--- config.mk ---
export PLATFORM = sky130hd
export DESIGN_NAME = mem_wb_pipe_stage
export DESIGN_NICKNAME = d
export VERILOG_FILES = /design/src/rtl/mem_wb_pipe_stage_pkg.sv /design/src/rtl/mem_wb_skid_buf.sv /design/src/rtl/mem_wb_pipe_stage.sv
export SDC_FILE = /design/constraint.sdc
export NUM_CORES = 1
export LEC_CHECK = 0
export CORE_AREA = 2 2 139 141
export CTS_BUF_LIST = sky130_fd_sc_hd__clkbuf_8
export DETAILED_ROUTE_END_ITERATION = 6
export DIE_AREA = 0 0 141 143
export GPL_TIMING_DRIVEN = 0
export PLACE_DENSITY = 0.78
export SLEW_MARGIN = 20
export SYNTH_ARGS = -nofsm -noshare
export SYNTH_HDL_FRONTEND = slang
export SYNTH_SLANG_ARGS = --single-unit
--- constraint.sdc ---
create_clock -name clk -period 3.4 [get_ports clk]
set_clock_uncertainty 0.15 [all_clocks]
set_input_delay 1.02 -clock clk [delete_from_list [all_inputs] [get_ports clk]]
set_output_delay 1.02 -clock clk [all_outputs]
set_load 0.01 [all_outputs]
--- src/rtl/mem_wb_pipe_stage_pkg.sv ---
// Shared MEM/WB types: payload layout at default widths and the stage occupancy encoding.
package mem_wb_pipe_stage_pkg;

    localparam int XLEN_DEF   = 64;
    localparam int REG_AW_DEF = 5;
    localparam int CNT_W_DEF  = 16;

    typedef struct packed {
        logic                  regwrite;
        logic                  memtoreg;
        logic [XLEN_DEF-1:0]   alu_result;
        logic [XLEN_DEF-1:0]   mem_rdata;
        logic [REG_AW_DEF-1:0] rd;
    } mem_wb_payload_t;

    typedef enum logic [1:0] {
        ST_EMPTY = 2'd0,
        ST_ONE   = 2'd1,
        ST_TWO   = 2'd2
    } occ_e;

endpackage

--- src/rtl/mem_wb_skid_buf.sv ---
// Valid/ready holding register for one MEM/WB payload, with an optional second (skid)
// entry enabled by defining MEM_WB_SKID_EN.
module mem_wb_skid_buf
    import mem_wb_pipe_stage_pkg::*;
#(
    parameter type T = mem_wb_payload_t
) (
    input  logic clk,
    input  logic reset,
    input  logic i_flush,
    input  logic i_valid,
    output logic o_ready,
    input  T     i_data,
    output logic o_valid,
    input  logic i_ready,
    output T     o_data
);

    occ_e r_state;
    T     r_main;
    logic w_in_xfer;
    logic w_out_xfer;

`ifdef MEM_WB_SKID_EN
    T     r_skid;

    // Ready depends only on state, so the upstream path never sees i_ready.
    assign o_ready = (r_state != ST_TWO);
`else
    assign o_ready = (r_state == ST_EMPTY) || i_ready;
`endif

    assign o_valid    = (r_state != ST_EMPTY);
    assign o_data     = r_main;
    assign w_in_xfer  = i_valid && o_ready;
    assign w_out_xfer = o_valid && i_ready;

    // NOTE: every register here updates with <= so all reads in this block see
    // pre-edge values; mixing in = would make the skid->main move order-dependent.
    always_ff @(posedge clk) begin
        if (reset) begin
            r_state <= ST_EMPTY;
            // NOTE: payload registers are reset as well because their value is
            // observable on the outputs even while the entry is invalid.
            r_main  <= '0;
`ifdef MEM_WB_SKID_EN
            r_skid  <= '0;
`endif
        end else if (i_flush) begin
            r_state <= ST_EMPTY;
        end else begin
            case (r_state)
                ST_EMPTY: begin
                    if (w_in_xfer) begin
                        r_main  <= i_data;
                        r_state <= ST_ONE;
                    end
                end
                ST_ONE: begin
                    if (w_in_xfer && w_out_xfer) begin
                        r_main <= i_data;
                    end else if (w_out_xfer) begin
                        r_state <= ST_EMPTY;
`ifdef MEM_WB_SKID_EN
                    end else if (w_in_xfer) begin
                        r_skid  <= i_data;
                        r_state <= ST_TWO;
`endif
                    end
                end
`ifdef MEM_WB_SKID_EN
                ST_TWO: begin
                    if (w_out_xfer) begin
                        r_main  <= r_skid;
                        r_state <= ST_ONE;
                    end
                end
`endif
                default: r_state <= ST_EMPTY;
            endcase
        end
    end

endmodule

--- src/rtl/mem_wb_pipe_stage.sv ---
// MEM/WB pipeline register with x0 write suppression, write-back mux and a saturating
// stall counter. Define MEM_WB_SKID_EN for the two-entry (skid) variant.
module mem_wb_pipe_stage
    import mem_wb_pipe_stage_pkg::*;
#(
    parameter int XLEN   = XLEN_DEF,
    parameter int REG_AW = REG_AW_DEF,
    parameter int CNT_W  = CNT_W_DEF
) (
    input  logic              clk,
    input  logic              reset,
    input  logic              flush,
    input  logic              in_valid,
    output logic              in_ready,
    input  logic              in_regwrite,
    input  logic              in_memtoreg,
    input  logic [XLEN-1:0]   in_alu_result,
    input  logic [XLEN-1:0]   in_mem_rdata,
    input  logic [REG_AW-1:0] in_rd,
    output logic              out_valid,
    input  logic              out_ready,
    output logic              out_regwrite,
    output logic              out_memtoreg,
    output logic [XLEN-1:0]   out_alu_result,
    output logic [XLEN-1:0]   out_mem_rdata,
    output logic [REG_AW-1:0] out_rd,
    output logic [XLEN-1:0]   out_wb_data,
    output logic [CNT_W-1:0]  stall_cnt
);

    // Same field order as mem_wb_payload_t, sized by this instance's parameters.
    typedef struct packed {
        logic              regwrite;
        logic              memtoreg;
        logic [XLEN-1:0]   alu_result;
        logic [XLEN-1:0]   mem_rdata;
        logic [REG_AW-1:0] rd;
    } payload_t;

    localparam logic [CNT_W-1:0] CNT_MAX = '1;

    payload_t         w_in;
    payload_t         w_out;
    logic             w_out_valid;
    logic [CNT_W-1:0] r_stall_cnt;

    assign w_in = '{
        regwrite:   in_regwrite,
        memtoreg:   in_memtoreg,
        alu_result: in_alu_result,
        mem_rdata:  in_mem_rdata,
        rd:         in_rd
    };

    mem_wb_skid_buf #(
        .T (payload_t)
    ) u_buf (
        .clk     (clk),
        .reset   (reset),
        .i_flush (flush),
        .i_valid (in_valid),
        .o_ready (in_ready),
        .i_data  (w_in),
        .o_valid (w_out_valid),
        .i_ready (out_ready),
        .o_data  (w_out)
    );

    assign out_valid      = w_out_valid;
    assign out_regwrite   = w_out_valid && w_out.regwrite && (w_out.rd != '0);
    assign out_memtoreg   = w_out.memtoreg;
    assign out_alu_result = w_out.alu_result;
    assign out_mem_rdata  = w_out.mem_rdata;
    assign out_rd         = w_out.rd;
    assign out_wb_data    = w_out.memtoreg ? w_out.mem_rdata : w_out.alu_result;

    // Flush deliberately does not clear the counter; only reset does.
    always_ff @(posedge clk) begin
        if (reset) begin
            r_stall_cnt <= '0;
        end else if (w_out_valid && !out_ready && (r_stall_cnt != CNT_MAX)) begin
            r_stall_cnt <= r_stall_cnt + CNT_W'(1);
        end
    end

    assign stall_cnt = r_stall_cnt;

endmodule
==> summary.md <==
| Metric | Value |
|---|---|
| Root buffer cell | `clkbuf_8` |
| Worst Path Arrival | `2.15 ns` |
| Utilization after layout | `62.3%` |
| Area of the core | `18,600 um^2` |
| Worst vdd ir | `0.282 mV` |
| Startpoint types | `flop` |
| Final count of negative-setup-slack endpoints | `0` |
| Synth cell count leaders | `nand2_1, dfxtp_1, a21oi_1` |
| Met1 Use GR | `28.4%` |
| Met2 Use GR | `42.7%` |
| Worst Hold Depth | `2` |
| Sequential share of the synthesized area | `41.6%` |
| Post-synth EDFFs | `0` |
| Critical-path cell list | `buf_4, clkbuf_4, mux2_2, clkdlybuf4s50_1` |
| Layout cells sized above 1 | `20.0%` |
| FILL cells | `1,619` |
| Most frequent cell after synthesis | `nand2_1` |
| Min Tclk post-route | `3.32 ns` |
| Clk_lat worst skew | `0.45 ns` |
| Largest net degree at the start of global routing | `17` |
| DP Area | `11,200 um^2` |
| Max Root-Sink Buffers | `2` |
| Max-Cap Viols | `0` |
| Fin Setup TNS | `0 ns` |
| Io pins | `357` |
| Die area | `20,200 um^2` |
| Lkg Pwr | `4.53 nW` |
| Total GRT Usage | `24.4%` |
| Top post-synthesis cells by area | `dfxtp_1, nand2_1, buf_4, mux2_2, a21oi_1` |
| Mean post-synth cell area | `8.08 um^2` |
| Post-layout instance area | `11,600 um^2` |
| Num CTS Buffers | `17` |
| Routed len/inst | `16.7 um` |
| Mapped Nets | `1,046` |
| Post-DRT Antenna Nets | `0` |
| Via count | `7,283` |
| Seq cells post-synth | `152` |
| Routed vias/inst | `4.77` |
| Detailed Place HPWL | `19.7 mm` |
| Post-synthesis cell type count | `39` |
| Layout area overhead | `58.4%` |
| First-pass GRT wire length | `37.8 mm` |
| Critical Path RT | `2.23 ns` |
| Syn Inst Count | `905` |
| H-tree levels | `4` |
| Initial Util | `39.3%` |
| Clock transition at path regs | `0.09 ns` |
| FF-to-FF path depth | `8` |
| Drt pass-1 iters | `5` |
| Die Y | `143 um` |
| FF-to-FF End | `u_buf.o_data[41]` |
| Period utilization | `97.5%` |
| Hold EP | `u_buf.o_data[42]` |
| Reg2reg start | `u_buf.r_state[0]` |
| Gp weighted congestion | `0.860` |
| Buf/Inv on CP | `3` |
| FP Rows | `50` |
| Main flop type after synthesis | `dfxtp_1` |
| DRT iter0 DRCs | `378` |
| Slew margin rel. | `45.6%` |
| CTS tree | `yes` |
| Post-CTS Setup Repair Bufs | `0` |
| Synthesized cell area | `7310 um^2` |
| Worst hold path class | `reg -> reg` |
| Power per Cell Area | `357 nW/um^2` |
| Count of final hold-check violations | `0` |
| Post-synth top area cell | `dfxtp_1` |
| Hold_sp | `u_buf.o_data[42]` |
| Hold-fix buffers, CTS | `0` |
| Antenna Cells | `0` |
| Slowest-stage cell, CP | `clkdlybuf4s50_1` |
| Nets | `1,421` |
| Least-Margin Pin Slew | `0.816 ns` |
| Status | `completed` |
| Reg2reg setup slack | `1.19 ns` |
| Top cell family by delay on the critical path | `buffers and inverters` |
| Placed cells | `1,495` |
| Clk sinks | `152` |
| Die W | `141 um` |
| FFs w/ async S/R, synth | `0%` |
| CP endpoint kind | `output port` |
| Congestion Overflow GR | `0` |
| Top-area cell type share of the netlist area | `41.6%` |
| Gr busiest metal | `met2` |
| Slowest stage delay, CP | `0.51 ns` |
| DRC violations left | `0` |
| Fin cells | `1,527` |
| Final Max Slew Viols | `0` |
| I/O Buffers | `356` |
| WL final | `25.5 mm` |
| F_max | `0.302 GHz` |
| GR Util met3 | `7.34%` |
| Crit Path Class | `reg -> out` |
| Crit-path max FO | `10` |
| Vias in the first global route | `6,977` |
| Synth Warn # | `0` |
| Antenna violations before repair | `0` |
| RSZ-0062 raised after global routing | `true` |
==> per-stage QoR <==
step | total power, mW | hold WS, ns | setup WS (ns)
global route | 4.30 | 0.346 | -0.0326
detailed placement | 2.80 | 0.306 | -0.193
floorplan | 2.31 | 0.287 | 0.789
global placement | 2.79 | 0.301 | -0.204
CTS | 4.16 | 0.319 | 0.00905
finish | 4.14 | 0.322 | 0.0850
==> flip-flops by register name (all words and copies together), names as in the netlist <==
register / flops
u_buf.o_data: 135
u_buf.r_state: 1
stall_cnt: 16
==> worst max path at each step <==
stage                            from         endpoint  cells after the start
floorplan           u_buf.o_data[133]  out_wb_data[14]                      3
global placement    u_buf.o_data[133]  out_wb_data[17]                      4
detailed placement  u_buf.o_data[133]  out_wb_data[17]                      4
CTS                 u_buf.o_data[133]  out_wb_data[34]                      4
global route        u_buf.o_data[133]  out_wb_data[46]                      4
finish              u_buf.o_data[133]  out_wb_data[24]                      4
==> layout by cell type (no fill, tap or decap), types with 3 or more instances in the layout <==
cell type	Yosys	final
nand4_1	4	4
buf_1	3	3
mux2_2	67	67
clkbuf_8	0	19
buf_4	135	138
nor4_2	3	3
clkbuf_1	35	30
clkdlybuf4s50_1	0	355
buf_2	17	15
a21oi_1	140	140
nor2_1	10	10
a211oi_1	4	4
clkinvlp_4	0	5
nor3_1	7	7
nand3_1	10	10
nor4_1	4	4
dfxtp_1	152	152
inv_1	6	9
nand2_1	274	274
nor2b_1	5	5
==> cell type report <==
cell class / count / area, um^2 / area share [%]
timing repair buffer: 356 / 3560 / 30.8
sequential: 152 / 3040 / 26.3
multi-input combinational: 556 / 3000 / 25.9
buffer: 190 / 1270 / 11.0
tap: 234 / 293 / 2.53
clock buffer: 18 / 248 / 2.14
clock inverter: 14 / 136 / 1.18
inverter: 7 / 26.3 / 0.227
==> layer usage <==
layer | wire, um | vias to the layer above
li1 | - | 3611
met1 | 10200 | 3326
met2 | 12600 | 308
met3 | 2090 | 38
met4 | 648 | 0
met5 | 0 | -
==> kinds of logic after synthesis <==
| logic type | share of synthesized area (%) |
|---|---|
| simple gates | 18.8 |
| buf+inv | 17.3 |
| compound gates | 11.1 |
| flops | 41.6 |
| mux | 10.9 |
| fa+ha+maj | 0.171 |
==> report_power, final <==
part / switching [mW] / leakage [nW] / total (mW) / internal [mW]
logic: 0.334 / 3.10 / 0.842 / 0.508
clock network: 0.711 / 0.190 / 1.37 / 0.662
registers: 0.0654 / 1.24 / 1.92 / 1.86
total: 1.11 / 4.53 / 4.14 / 3.03
==> tightest hold or removal path: cells and delay by family (launching register included) <==
family / cells / cell delay (ns)
AOI/OAI and AO/OA: 1 / 0.05
DFF: 1 / 0.32
and+or+nand+nor: 1 / 0.05
==> timing repair <==
item / 4_1_cts / 5_1_grt
gates resized for setup: 13 / 3
cloned: 0 / 0
setup endpoints to repair: 62 / 41
Note: power is estimated with default switching activity, not from simulation.
==> patch 1 (same flow settings) <==
The package constant `REG_AW_DEF` goes from 5 to 4.
--- a/src/rtl/mem_wb_pipe_stage_pkg.sv
+++ b/src/rtl/mem_wb_pipe_stage_pkg.sv
@@ -3,5 +3,5 @@
 
     localparam int XLEN_DEF   = 64;
-    localparam int REG_AW_DEF = 5;
+    localparam int REG_AW_DEF = 4;
     localparam int CNT_W_DEF  = 16;
 
Interface: changed (resized in_rd and out_rd); port bits go from 357 to 355. The function was not compared with the original's and may differ.
==> patch 1 against the original RTL <==
- synthesized cell count down 2.0%
- design area down 1.0%
- wire length down 1.1%
- global-route usage up 0.14 points
- sequential cell count down 1
- critical path depth up 1
- worst setup slack worse by 0.029 ns
- register-to-register slack worse by 0.23 ns
- area after synthesis down 2.3%
- first-iteration DRC count down 12%
- die area unchanged
- total power up 1.5%
==> patch 1: results (changes against the original RTL) <==
GRT
The met2 capacity usage during global routing is 42.3% (was 42.7%). The first-pass GRT wire length came to 38,200 um (was 37,800 um). The met1 usage in global routing is 29.3% (was 28.4%). The combined global-route utilization of all metal layers came to 24.5% (was 24.4%). The routing usage on met3 was 7.08% (was 7.34%).

Route
The total wire length after detailed routing came to 25,300 um (was 25,500 um). The post-detailed-route via-to-cell ratio is 4.79 (was 4.77). The wire length on met2 is 12,400 um (was 12,600 um). The length of routed met3 wiring is 2100 um (was 2090 um).

The routed metal-1 wire length came to 10,100 um (was 10,200 um). The number of detailed-routing iterations run before antenna repair was 4 (was 5). The count of routing violations after the opening detailed-route iteration was 333 (was 378).

Cells and area
The fraction of final layout cells with drive strength greater than 1 was 19.2% (was 20.0%). The number of inserted filler cells in the final layout is 1,655 (was 1,619).

Placed design
The count of input and output buffers is 354 (was 356). The worst-case setup slack after placement is -0.486 ns (was -0.193 ns). The post-detailed-placement half-perimeter wirelength came to 19,500 um (was 19,700 um). The routability-driven placement congestion ratio is 0.865 (was 0.860).

STA
The tightest slew margin relative to the limit is 52.4% (was 45.6%). The minimum clock period after layout is 3.34 ns (was 3.32 ns).

Run status
Status: completed (unchanged).

Worst setup path
The setup slack on the worst flop-to-flop path is 0.96 ns (was 1.19 ns). The endpoint of the most critical register-to-register path is u_buf.o_data[13] (was u_buf.o_data[41]). The first element of the critical path is out_ready (was u_buf.o_data[133]).

Clock tree
The clock input transition at the sequential cells of the worst setup and hold paths is 0.07 ns (was 0.09 ns).

Synth
The count of mapped cells out of synthesis is 887 (was 905). The count of different cell masters after synthesis is 34 (was 39).

Pwr
The leakage power total is 4.44 nW (was 4.53 nW). The power per unit of standard cell area came to 366 nW/um^2 (was 357 nW/um^2). The maximum vdd drop was 0.231 mV (was 0.282 mV).
-- patch 1: layout make-up --
class	count	area [sq um]	area share, %
repair buffers	356	3560	31.1
flip-flops and latches	151	3020	26.4
multi-input cells	547	2910	25.4
plain buffers	187	1250	10.9
well taps	234	293	2.55
clock buffers	21	289	2.52
clock inverters	9	125	1.09
inverters	2	7.51	0.0655
-- patch 1: how the worst min path moves through the flow --
stage,startpoint,to,slack (ns),cells past startpoint
after floorplan,u_buf.o_data[133],u_buf.o_data[133],0.29,2
after global routing,u_buf.o_data[116],u_buf.o_data[116],0.34,2
after CTS,u_buf.o_data[56],u_buf.o_data[56],0.32,2
after detailed placement,u_buf.o_data[56],u_buf.o_data[56],0.31,2
final,u_buf.o_data[72],u_buf.o_data[72],0.32,2
after global placement,u_buf.o_data[133],u_buf.o_data[133],0.30,2
-- patch 1: worst max-delay path, stage by stage --
cell and delay [ns]:
sky130_fd_sc_hd__clkdlybuf4s50_1 0.51, sky130_fd_sc_hd__nor2b_4 0.06, sky130_fd_sc_hd__inv_1 0.10, sky130_fd_sc_hd__clkbuf_4 0.21
sky130_fd_sc_hd__clkdlybuf4s15_1 0.27
-- patch 1: cell families after synthesis --
group | share of synthesized area, %
compound gates | 11.2
flops | 42.3
mux | 10.7
fa+ha+maj | 0.175
buf+inv | 16.9
simple gates | 18.5
xor+xnor | 0.123
-- patch 1: power by group through the flow --
stage	clock network, W	registers (W)	logic [W]
after floorplan	0	0.00192	0.000369
after global placement	0	0.00194	0.000824
after detailed placement	0	0.00195	0.000833
after CTS	0.00148	0.00190	0.000841
after global routing	0.00156	0.00192	0.000894
final	0.00146	0.00191	0.000836
==> patch 2 (config.mk and constraints unchanged) <==
Made on the original files. Reset style: asynchronous (`reset`), changed in 2 clocked blocks.
--- a/src/rtl/mem_wb_skid_buf.sv
+++ b/src/rtl/mem_wb_skid_buf.sv
@@ -38,5 +38,5 @@
     // NOTE: every register here updates with <= so all reads in this block see
     // pre-edge values; mixing in = would make the skid->main move order-dependent.
-    always_ff @(posedge clk) begin
+    always_ff @(posedge clk or posedge reset) begin
         if (reset) begin
             r_state <= ST_EMPTY;
--- a/src/rtl/mem_wb_pipe_stage.sv
+++ b/src/rtl/mem_wb_pipe_stage.sv
@@ -76,5 +76,5 @@
 
     // Flush deliberately does not clear the counter; only reset does.
-    always_ff @(posedge clk) begin
+    always_ff @(posedge clk or posedge reset) begin
         if (reset) begin
             r_stall_cnt <= '0;
Behaviour: not the same (a bounded check fails within 4 cycles, from zero or initial values and one cycle with reset high; the reset may be asserted at any time).
==> patch 2 against the original RTL <==
- design area grew 3.5%
- wire length shrank 15%
- hold slack gained 0.041 ns
- global-route usage shrank 2.8 points
- cell count shrank 22%
- area after synthesis grew 3.5%
- synthesized cell count shrank 37%
- sequential cell count is the same
- first-iteration DRC count shrank 62%
- die area is the same
- worst setup slack gained 0.011 ns
- via count shrank 24%
- highest routed layer unchanged
Power is not compared: it rests on default switching activity, and its combinational part moved more than twofold at a synthesized area within 25%.
==> patch 2: results (changes against the original RTL) <==
Cells and area
The fraction of final layout cells with drive strength greater than 1 was 41.2% (was 20.0%). The number of nets at the end of the flow is 1,092 (was 1,421). The number of inserted filler cells in the final layout is 1,512 (was 1,619).

STA
The worst hold slack after final layout is 0.362 ns (was 0.322 ns). The tightest slew margin relative to the limit is 63.7% (was 45.6%).

Worst setup path
The number of cells traversed by the worst register-to-register path was 6 (was 8). The origin of the critical flop-to-flop path was u_buf.r_state[0] (unchanged). The endpoint of the most critical register-to-register path is u_buf.o_data[7] (was u_buf.o_data[41]).

The setup slack on the worst flop-to-flop path is 0.83 ns (was 1.19 ns). The worst endpoint data arrival time is 2.13 ns (was 2.15 ns).

Worst hold path
The worst hold endpoint is stall_cnt[15] (was u_buf.o_data[42]). The critical hold path startpoint is stall_cnt[15] (was u_buf.o_data[42]). The cell count of the worst hold path is 1 (was 2).

Route
The post-detailed-route via-to-cell ratio was 4.63 (was 4.77). The average wire length per cell after detail routing is 18.2 um (was 16.7 um). The number of detailed-routing iterations run before antenna repair is 6 (was 5). The count of routing violations after the opening detailed-route iteration is 144 (was 378).

Synth
The sequential area share after synthesis is 50.3% (was 41.6%). The post-synthesis cell type with the largest combined area is sky130_fd_sc_hd__dfrtp_1 (was sky130_fd_sc_hd__dfxtp_1). The net count after synthesis is 711 (was 1,046). Top cells by count, synth: sky130_fd_sc_hd__mux2_2, sky130_fd_sc_hd__dfrtp_1, sky130_fd_sc_hd__buf_4, sky130_fd_sc_hd__buf_2 (was sky130_fd_sc_hd__nand2_1, sky130_fd_sc_hd__dfxtp_1, sky130_fd_sc_hd__a21oi_1, sky130_fd_sc_hd__buf_4, sky130_fd_sc_hd__mux2_2). The share of synthesized registers carrying an async set or reset is 100% (was 0%). Cell types with the largest area share after synthesis: sky130_fd_sc_hd__dfrtp_1, sky130_fd_sc_hd__mux2_2, sky130_fd_sc_hd__buf_4 (was sky130_fd_sc_hd__dfxtp_1, sky130_fd_sc_hd__nand2_1, sky130_fd_sc_hd__buf_4).

The predominant post-synthesis flop cell is sky130_fd_sc_hd__dfrtp_1 (was sky130_fd_sc_hd__dfxtp_1). The count of different cell masters after synthesis came to 29 (was 39).

GRT
The first-pass GRT wire length is 32,800 um (was 37,800 um). The number of global-route vias before repair was 5,728 (was 6,977). The maximum number of pins on one net before global-route repair is 33 (was 17). The combined global-route utilization of all metal layers was 21.6% (was 24.4%).

Placed design
The post-detailed-placement half-perimeter wirelength is 16,900 um (was 19,700 um). The area of placed instances is 11,500 sq um (was 11,200 sq um). The routability-driven placement congestion ratio was 0.789 (was 0.860).

Run status
Status: completed (unchanged).
==> patch 2: worst max path at each step <==
| stage | startpoint | endpoint | depth (start not counted) | slack, ns |
|---|---|---|---|---|
| 2_1_floorplan | reset | stall_cnt[0] | 1 | 0.31 |
| 3_3_place_gp | reset | u_buf.o_data[86] | 2 | -1.15 |
| 3_5_place_dp | u_buf.o_data[133] | out_wb_data[61] | 4 | -0.31 |
| 4_1_cts | u_buf.o_data[133] | out_wb_data[45] | 4 | 0.01 |
| 5_1_grt | u_buf.o_data[133] | out_wb_data[40] | 4 | -0.01 |
| 6_report | u_buf.o_data[133] | out_wb_data[60] | 4 | 0.1 |
==> patch 2: logic make-up (layout without fill, tap and decap cells) <==
logic type,after synthesis,after routing,share of synthesized area [%]
muxes,200,200,29.8
buffers and inverters,159,553,14.8
DFF,152,152,50.3
and+or+nand+nor,41,41,3.08
xor gates and xnor gates,13,13,1.51
AOI/OAI and AO/OA,4,4,0.381
adders and majority gates,1,1,0.165
==> patch 2: through the flow <==
| step | setup WS [ns] | std cells | power [W] | setup TNS (ns) | util (%) |
|---|---|---|---|---|---|
| 2_1_floorplan | 0.313 | 570 | 0.00364 | 0 | - |
| 3_3_place_gp | -1.15 | 1160 | 0.00502 | -190.97 | 61.5 |
| 3_5_place_dp | -0.314 | 1165 | 0.00507 | -21.12 | 62.0 |
| 4_1_cts | 0.0110 | 1198 | 0.00653 | 0 | 64.4 |
| 5_1_grt | -0.0139 | 1198 | 0.00679 | -0.0244 | 64.5 |
| 6_report | 0.0963 | 1198 | 0.00645 | 0 | 64.5 |
==> patch 2: power by group <==
part | switching (W) | internal, W
sequential | 0.000268 | 0.00211
clock | 0.000746 | 0.000676
combinational | 0.000894 | 0.00176
==> patch 2: cell type report <==
type | instances | area (sq um) | share of cell area [%]
flip-flops and latches | 152 | 3800 | 31.7
repair buffers | 362 | 3680 | 30.7
multi-input cells | 259 | 2640 | 22.1
plain buffers | 157 | 1160 | 9.66
well taps | 234 | 293 | 2.44
clock buffers | 18 | 248 | 2.07
clock inverters | 14 | 149 | 1.24
inverters | 2 | 11.3 | 0.0940
==> patch 2: what timing repair did <==
| item | CTS | global route |
|---|---|---|
| gates resized for setup | 18 | 7 |
| setup buffers | 1 | 0 |
| setup endpoints to repair | 65 | 29 |
==> patch 2: routing by layer <==
metal | track usage [%] | vias to the layer above | wire length (um)
met5 | 0 | - | 0
met4 | 6.32 | 0 | 370
met3 | 8.25 | 24 | 1790
met2 | 37.4 | 211 | 11100
met1 | 25.0 | 2707 | 8500
li1 | - | 2600 | -
